===== src/rtl/music_pkg.sv =====
// Shared definitions for the note-table music sequencer.
// Contents: FSM state enum, note-table word layout, end marker,
// default timing parameters and a helper that turns a duration code
// into a note length in milliseconds.
package music_pkg;

  typedef enum logic [2:0] {
    ST_IDLE  = 3'd0,
    ST_FETCH = 3'd1,
    ST_PLAY  = 3'd2,
    ST_GAP   = 3'd3,
    ST_DONE  = 3'd4
  } seq_state_e;

  localparam logic [15:0] END_MARKER      = 16'hFFFF;
  localparam int          DUR_MSB         = 15;
  localparam int          DUR_LSB         = 12;
  localparam int          HALF_W          = 12;
  localparam int          DEF_GAP_MS      = 20;
  localparam int          DEF_DUR_UNIT_MS = 50;

  // Note length in ms: (code + 1) * unit, kept to 10 bits (max 16*50 = 800).
  function automatic logic [9:0] note_ms(input logic [3:0] code, input int unit_ms);
    return 10'((32'(code) + 32'd1) * 32'(unit_ms));
  endfunction

endpackage


===== src/rtl/music_sequencer_if.sv =====
// Note-table read bus between the sequencer and the table storage.
// note_addr : table read address (driven by the sequencer)
// note_data : table word, combinational read of note_addr
// Modports: master = sequencer side, slave = table side.
interface music_sequencer_if #(
  parameter int ADDR_W = 4
);
  logic [ADDR_W-1:0] note_addr;
  logic [15:0]       note_data;

  modport master (output note_addr, input note_data);
  modport slave  (input note_addr, output note_data);
endinterface


===== src/rtl/music_sequencer_ms_prescaler.sv =====
// Millisecond prescaler: counts 0..max(ticks_per_milli,1)-1 and emits a
// one-cycle ms_tick on wrap. If ticks_per_milli shrinks below the current
// count, the counter wraps on the very next cycle.
// Ports: clk, rst_n (async active-low), clear (sync zero), hold (freeze),
//        ticks_per_milli (clk cycles per ms, 0 treated as 1) -> ms_tick.
module ms_prescaler (
  input  logic        clk,
  input  logic        rst_n,
  input  logic        clear,
  input  logic        hold,
  input  logic [15:0] ticks_per_milli,
  output logic        ms_tick
);

  logic [15:0] cnt_q;
  logic [15:0] cnt_d;
  logic [15:0] last_s;

  always_comb begin
    cnt_d   = cnt_q;
    ms_tick = 1'b0;
    last_s  = (ticks_per_milli == 16'd0) ? 16'd0 : (ticks_per_milli - 16'd1);
    if (clear) begin
      cnt_d = 16'd0;
    end else if (hold) begin
      cnt_d = cnt_q;
    end else if (cnt_q >= last_s) begin
      // ">=" rather than "==" so a shrinking limit wraps immediately
      cnt_d   = 16'd0;
      ms_tick = 1'b1;
    end else begin
      cnt_d = cnt_q + 16'd1;
    end
  end

  always_ff @(posedge clk or negedge rst_n) begin
    if (!rst_n) cnt_q <= 16'd0;
    else        cnt_q <= cnt_d;
  end

endmodule


===== src/rtl/music_sequencer.sv =====
// Music sequencer: walks a note table, enables the tone generator for
// each note's duration, inserts a fixed silent gap, and finishes on an end
// marker / end of table or loops back to entry 0.
// Ports: clk, rst_n (async active-low); start, stop, loop_en, pause,
//        ticks_per_milli (control); tbl (note-table bus, master modport);
//        tone_half_period, tone_en, led, busy, done (registered outputs).
// Build option: define MUSIC_SEQ_PAUSE_EN to build the pause feature;
// without it, pause is ignored.
module music_sequencer
  import music_pkg::*;
#(
  parameter int ADDR_W      = 4,
  parameter int GAP_MS      = DEF_GAP_MS,
  parameter int DUR_UNIT_MS = DEF_DUR_UNIT_MS
) (
  input  logic                clk,
  input  logic                rst_n,
  input  logic                start,
  input  logic                stop,
  input  logic                loop_en,
  input  logic                pause,
  input  logic [15:0]         ticks_per_milli,
  music_sequencer_if.master   tbl,
  output logic [HALF_W-1:0]   tone_half_period,
  output logic                tone_en,
  output logic [7:0]          led,
  output logic                busy,
  output logic                done
);

  localparam logic [ADDR_W-1:0] LAST_ADDR = '1;
  localparam logic [9:0]        GAP_LAST  = 10'(GAP_MS - 1);

  seq_state_e        state_q, state_d;
  logic [ADDR_W-1:0] note_addr_q, note_addr_d;
  logic [HALF_W-1:0] half_q, half_d;
  logic              tone_en_q, tone_en_d;
  logic [7:0]        led_q, led_d;
  logic              busy_q, busy_d;
  logic              done_q, done_d;
  logic [9:0]        dur_q, dur_d;
  logic [9:0]        ms_cnt_q, ms_cnt_d;
  logic              ms_tick_s;
  logic              timing_s;
  logic              pause_s;

  assign timing_s = (state_q == ST_PLAY) || (state_q == ST_GAP);

`ifdef MUSIC_SEQ_PAUSE_EN
  assign pause_s = pause && timing_s;
`else
  logic unused_s;
  assign unused_s = ^{1'b0, pause};
  assign pause_s  = 1'b0;
`endif

  // Prescaler is held at zero outside PLAY/GAP so every note and gap starts fresh
  ms_prescaler u_prescaler (
    .clk             (clk),
    .rst_n           (rst_n),
    .clear           (!timing_s),
    .hold            (pause_s),
    .ticks_per_milli (ticks_per_milli),
    .ms_tick         (ms_tick_s)
  );

  always_comb begin
    state_d     = state_q;
    note_addr_d = note_addr_q;
    half_d      = half_q;
    tone_en_d   = tone_en_q;
    led_d       = led_q;
    dur_d       = dur_q;
    ms_cnt_d    = ms_cnt_q;
    done_d      = 1'b0;

    case (state_q)
      ST_IDLE: begin
        if (start && !stop) begin
          state_d     = ST_FETCH;
          note_addr_d = '0;
        end else begin
          state_d = ST_IDLE;
        end
      end
      ST_FETCH: begin
        if (tbl.note_data == END_MARKER) begin
          if (loop_en) begin
            note_addr_d = '0;
          end else begin
            state_d = ST_DONE;
            done_d  = 1'b1;
          end
        end else begin
          state_d   = ST_PLAY;
          half_d    = tbl.note_data[HALF_W-1:0];
          tone_en_d = (tbl.note_data[HALF_W-1:0] != 12'd0);
          led_d     = 8'd1 << note_addr_q[2:0];
          dur_d     = note_ms(tbl.note_data[DUR_MSB:DUR_LSB], DUR_UNIT_MS);
          ms_cnt_d  = 10'd0;
        end
      end
      ST_PLAY: begin
        // A rest (half == 0) keeps the tone off; pause masks it temporarily
        tone_en_d = (half_q != 12'd0) && !pause_s;
        if (ms_tick_s) begin
          if (ms_cnt_q == dur_q - 10'd1) begin
            state_d   = ST_GAP;
            tone_en_d = 1'b0;
            led_d     = 8'd0;
            ms_cnt_d  = 10'd0;
          end else begin
            ms_cnt_d = ms_cnt_q + 10'd1;
          end
        end else begin
          ms_cnt_d = ms_cnt_q;
        end
      end
      ST_GAP: begin
        if (ms_tick_s) begin
          if (ms_cnt_q == GAP_LAST) begin
            ms_cnt_d = 10'd0;
            if (note_addr_q != LAST_ADDR) begin
              note_addr_d = note_addr_q + 1'b1;
              state_d     = ST_FETCH;
            end else if (loop_en) begin
              note_addr_d = '0;
              state_d     = ST_FETCH;
            end else begin
              state_d = ST_DONE;
              done_d  = 1'b1;
            end
          end else begin
            ms_cnt_d = ms_cnt_q + 10'd1;
          end
        end else begin
          ms_cnt_d = ms_cnt_q;
        end
      end
      ST_DONE: begin
        state_d = ST_IDLE;
      end
      default: begin
        state_d   = ST_IDLE;
        tone_en_d = 1'b0;
        led_d     = 8'd0;
      end
    endcase

    // Abort overrides everything, including a completion in the same cycle
    if (stop && (state_q != ST_IDLE)) begin
      state_d   = ST_IDLE;
      tone_en_d = 1'b0;
      led_d     = 8'd0;
      ms_cnt_d  = 10'd0;
      done_d    = 1'b0;
    end else begin
      state_d = state_d;
    end

    busy_d = (state_d != ST_IDLE);
  end

  always_ff @(posedge clk or negedge rst_n) begin
    if (!rst_n) begin
      state_q     <= ST_IDLE;
      note_addr_q <= '0;
      half_q      <= 12'd0;
      tone_en_q   <= 1'b0;
      led_q       <= 8'd0;
      busy_q      <= 1'b0;
      done_q      <= 1'b0;
      dur_q       <= 10'd0;
      ms_cnt_q    <= 10'd0;
    end else begin
      state_q     <= state_d;
      note_addr_q <= note_addr_d;
      half_q      <= half_d;
      tone_en_q   <= tone_en_d;
      led_q       <= led_d;
      busy_q      <= busy_d;
      done_q      <= done_d;
      dur_q       <= dur_d;
      ms_cnt_q    <= ms_cnt_d;
    end
  end

  assign tbl.note_addr     = note_addr_q;
  assign tone_half_period  = half_q;
  assign tone_en           = tone_en_q;
  assign led               = led_q;
  assign busy              = busy_q;
  assign done              = done_q;

endmodule

===== src/flat_wrapper.sv =====
// flat-port wrapper written by rule: the top's interface ports become plain ports
module music_sequencer_flat import music_pkg::*;
#(
  parameter int ADDR_W      = 4,
  parameter int GAP_MS      = DEF_GAP_MS,
  parameter int DUR_UNIT_MS = DEF_DUR_UNIT_MS
)
  (clk, rst_n, start, stop, loop_en, pause, ticks_per_milli, tone_half_period, tone_en, led, busy, done, tbl_note_addr, tbl_note_data);
  music_sequencer_if #(.ADDR_W(ADDR_W)) tbl_i ();
  input  logic clk;
  input  logic rst_n;
  input  logic start;
  input  logic stop;
  input  logic loop_en;
  input  logic pause;
  input  logic [15:0] ticks_per_milli;
  output logic [HALF_W-1:0] tone_half_period;
  output logic tone_en;
  output logic [7:0] led;
  output logic busy;
  output logic done;
  output wire logic [$bits(tbl_i.note_addr)-1:0] tbl_note_addr;
  input wire logic [$bits(tbl_i.note_data)-1:0] tbl_note_data;
  assign tbl_note_addr = tbl_i.note_addr;
  assign tbl_i.note_data = tbl_note_data;
  music_sequencer #(.ADDR_W(ADDR_W), .GAP_MS(GAP_MS), .DUR_UNIT_MS(DUR_UNIT_MS)) u_core (.clk(clk), .rst_n(rst_n), .start(start), .stop(stop), .loop_en(loop_en), .pause(pause), .ticks_per_milli(ticks_per_milli), .tbl(tbl_i), .tone_half_period(tone_half_period), .tone_en(tone_en), .led(led), .busy(busy), .done(done));
endmodule

===== config.mk =====
export PLATFORM = sky130hd
export DESIGN_NAME = music_sequencer_flat
export DESIGN_NICKNAME = d
export VERILOG_FILES = /design/src/rtl/music_pkg.sv /design/src/rtl/music_sequencer_if.sv /design/src/rtl/music_sequencer_ms_prescaler.sv /design/src/rtl/music_sequencer.sv /design/src/flat_wrapper.sv
export SDC_FILE = /design/constraint.sdc
export NUM_CORES = 1
export LEC_CHECK = 0
export CORE_MARGIN = 3
export CORE_UTILIZATION = 52
export CTS_BUF_LIST = sky130_fd_sc_hd__clkbuf_8
export CTS_CLUSTER_DIAMETER = 150
export CTS_CLUSTER_SIZE = 25
export DETAILED_ROUTE_END_ITERATION = 16
export GPL_ROUTABILITY_DRIVEN = 0
export PLACE_DENSITY = 0.82
export SYNTH_ARGS = -nofsm -noshare
export SYNTH_HDL_FRONTEND = slang
export SYNTH_SLANG_ARGS = --single-unit
export TNS_END_PERCENT = 50

===== constraint.sdc =====
create_clock -name clk -period 2.6 [get_ports clk]
set_input_delay 0.26 -clock clk [delete_from_list [all_inputs] [get_ports clk]]
set_output_delay 0.26 -clock clk [all_outputs]
set_load 0.05 [all_outputs]

==> results.toml <==
[pwr]
power.density_nw_per_um2 = 530
irDropWorstVdd_uv = 731
leakage_nw = 3.01

[sta]
rsz0062_at_grt = "yes"
slew_headroom = 0.433
hold_slack_ns = 0.373
min_period_ns = 3.43
drv_slew = 0
fin_worst_skew_ns = 0.0177
layout_setup_ws_ns = -0.828
fmax_mhz = 292
finalSetupViolations = 44
period_share = 1.32
worst_pin_slew_ns = 0.839
hold_viol = 0

[job]
cap_violations = 0

[critical_path]
worstSetupPathType = "in -> reg"
cp.arrival_ns = 3.67
reg2reg_setup_slack_ns = -0.35
critPathCaptureType = "flip-flop"
reg2reg_depth = 11
worst_r2r_endpoint = "u_core.ms_cnt_q[5]$_DFFE_PN0P_"
cp.required_ns = 2.84
path_max_fanout = 5
worst_r2r_startpoint = "u_core.dur_q[1]$_DFFE_PN0P_"
start_kind = "input pin"

[synth]
synthAdderAreaFrac = 0.115
synth-compound-area-share = 0.143
synth_ff_type = "dfrtp_1"
muxShareOfSynthArea = 0.0365
synth_seq_cells = 65
synth_top_family_by_area = "simple AND/OR/NAND/NOR gates"
yosys.area_share.simple = 0.241
yosys-top-cells-area = "dfrtp_1, ha_1, xor2_1, nand2_1, mux2_2"
yosysMostFrequentCell = "dfrtp_1"
synth_top_area_share = 0.351
avgSynthCellArea_um2 = 9.12
syn_area_um2 = 4630
yosysWarningCount = 0
synth_xor_area_frac = 0.0794
synth_cell_types = 64
yosys.area.top_type = "dfrtp_1"
ys_async_sr_fraction = 1.00
syn_nets = 588
syn-instance-count = 508
ys_seq_area_frac = 0.351
synth_edf_count = 0
synthTopCellsByCount = "dfrtp_1, nand2_1, nor2_1"

[clock_network]
cts_buffers = 9
cts.clk_slew.worst_paths_ns = 0.07
cts_buffer_depth = 2
clk_latency_ns = 0.36
cts.sinks = 65
htree_levels = 3
cts-root-buf = "clkbuf_8"
tritoncts = "done"

[die]
die_h_um = 100
start_util = 0.550
rows = 33
pin_count = 65
fp.coreArea_um2 = 8420
die_w_um = 100
die_area_um2 = 10100

[hold_path]
hold_path.class = "in -> reg"
worstHoldStart = "tbl_note_data[12]"
holdPathEnd = "u_core.dur_q[1]$_DFFE_PN0P_"
worstHoldPathCells = 3

[final_layout]
diodes = 0
design_area_um2 = 6600
nFillCells = 478
finalNonFillerCells = 760
syn_to_final_growth_pct = 42.5
final_util = 0.784
final_nets = 730
drive_gt1_frac = 0.278

[placement]
placed_area_um2 = 5940
io_buffers = 63
dp_cells = 728
dpl.hpwl_um = 9440

[global_routing]
grt_first_pass_wirelength_um = 22600
grt_max_degree = 46
gr-total-overflow = 0
track_usage = 0.280
antenna_found_initial = 0
grt_pass1_vias = 4765

[detailed_routing]
via_count = 4814
drt-initial-drc-count = 329
ant_nets = 0
via_per_inst = 6.33
dr.pass1.iters = 7
wirelength_um = 14300
avgRoutedWirePerCell_um = 18.8
drc = 0

[run_status]
violations = "negative setup slack"
status = "finished with violations"
[through the flow]
step / TNS, ns / worst slack (ns) / power, mW
floorplan: -22.06 / -0.833 / 2.02
detailed placement: -57.70 / -1.51 / 2.54
CTS: -17.57 / -0.725 / 3.43
global route: -29.18 / -0.931 / 3.66
finish: -23.76 / -0.828 / 3.50
global placement: -52.02 / -1.37 / 2.48
[critical path, cell delays in order]
cell      delay [ns]
buf_6           0.09
or4_4           0.54
or3_4           0.43
nor4_4          0.16
xor2_1          0.16
nand2_1         0.07
ha_1            0.29
nand4_1         0.18
nor3_4          0.26
o311ai_4        0.18
nand3_4         0.15
buf_12          0.11
o311ai_4        0.12
or3_4           0.41
o31ai_2         0.23
[flip-flops by register name, summed over array words and instances, names as in the netlist]
name,count
u_core.busy,1
u_core.done,1
u_core.dur_q,9
u_core.led,8
u_core.ms_cnt_q,10
u_core.state_q,3
u_core.tbl.note_addr,4
u_core.tone_en,1
u_core.tone_half_period,12
u_core.u_prescaler.cnt_q,16
[per-layer routing]
layer	global-route usage	vias to the layer above	wire length, um
met2	0.475	301	6890
met3	0.0723	75	1260
met1	0.339	2283	5510
li1	-	2155	-
met4	0.109	0	663
met5	0	-	0
[layout make-up]
| cell class | instances | area [um^2] | area share |
|---|---|---|---|
| timing repair buffer | 147 | 1310 | 0.198 |
| tap | 105 | 131 | 0.0199 |
| clock buffer | 10 | 138 | 0.0208 |
| inverter | 22 | 82.6 | 0.0125 |
| multi-input combinational | 405 | 3270 | 0.495 |
| sequential | 65 | 1630 | 0.246 |
| clock inverter | 6 | 51.3 | 0.00777 |
[power breakdown]
part           internal (mW)  switching [mW]
clock network          0.456           0.399
logic                  0.615           0.767
registers               1.13           0.130
total                   2.20            1.30
[what timing repair did]
| action | in CTS | in global routing |
|---|---|---|
| buffers inserted | 13 | 4 |
| endpoints found under the setup margin | 45 | 46 |
| cloned | 1 | 0 |
| pin swaps | 46 | 16 |
| hold buffers | 1 | 0 |
| resized for setup | 64 | 33 |
| hold endpoints to repair | 20 | 0 |
[kinds of logic after synthesis]
logic type | after synthesis
fa+ha+maj | 42
mux | 15
compound gates | 95
buf+inv | 38
simple gates | 211
flops | 65
xor+xnor | 42
[how the worst max path moves through the flow]
stage / from / to / slack, ns
3_5_place_dp: ticks_per_milli[5] / u_core.ms_cnt_q[7]$_DFFE_PN0P_ / -1.51
5_1_grt: ticks_per_milli[3] / u_core.ms_cnt_q[8]$_DFFE_PN0P_ / -0.93
6_report: ticks_per_milli[4] / u_core.ms_cnt_q[5]$_DFFE_PN0P_ / -0.83
2_1_floorplan: ticks_per_milli[8] / u_core.ms_cnt_q[6]$_DFFE_PN0P_ / -0.83
3_3_place_gp: ticks_per_milli[5] / u_core.led[0]$_DFFE_PN0P_ / -1.37
4_1_cts: ticks_per_milli[4] / u_core.busy$_DFF_PN0_ / -0.73
[layout by cell type, fill, tap and decap left out, types with 4 or more instances in the layout]
cell              n
a21o_1            4
a21oi_1          16
a22o_1            8
a31oi_1           4
and3_1           12
buf_2             4
buf_4            70
buf_6            10
clkbuf_8         10
clkdlybuf4s50_1  50
dfrtp_1          65
dlygate4sd2_1     4
ha_1             33
ha_4              7
inv_1            23
mux2_2           15
nand2_1          48
nand2b_1          4
nand3_1          21
nand4_1          15
nor2_1           38
nor2b_1           8
nor3_1            5
nor4_1           10
nor4b_1           5
o21ai_0           9
o21ai_1           5
o31ai_1           5
or3_1             5
xnor2_1          13
xor2_1           28
(Power assumes the default switching activity.)
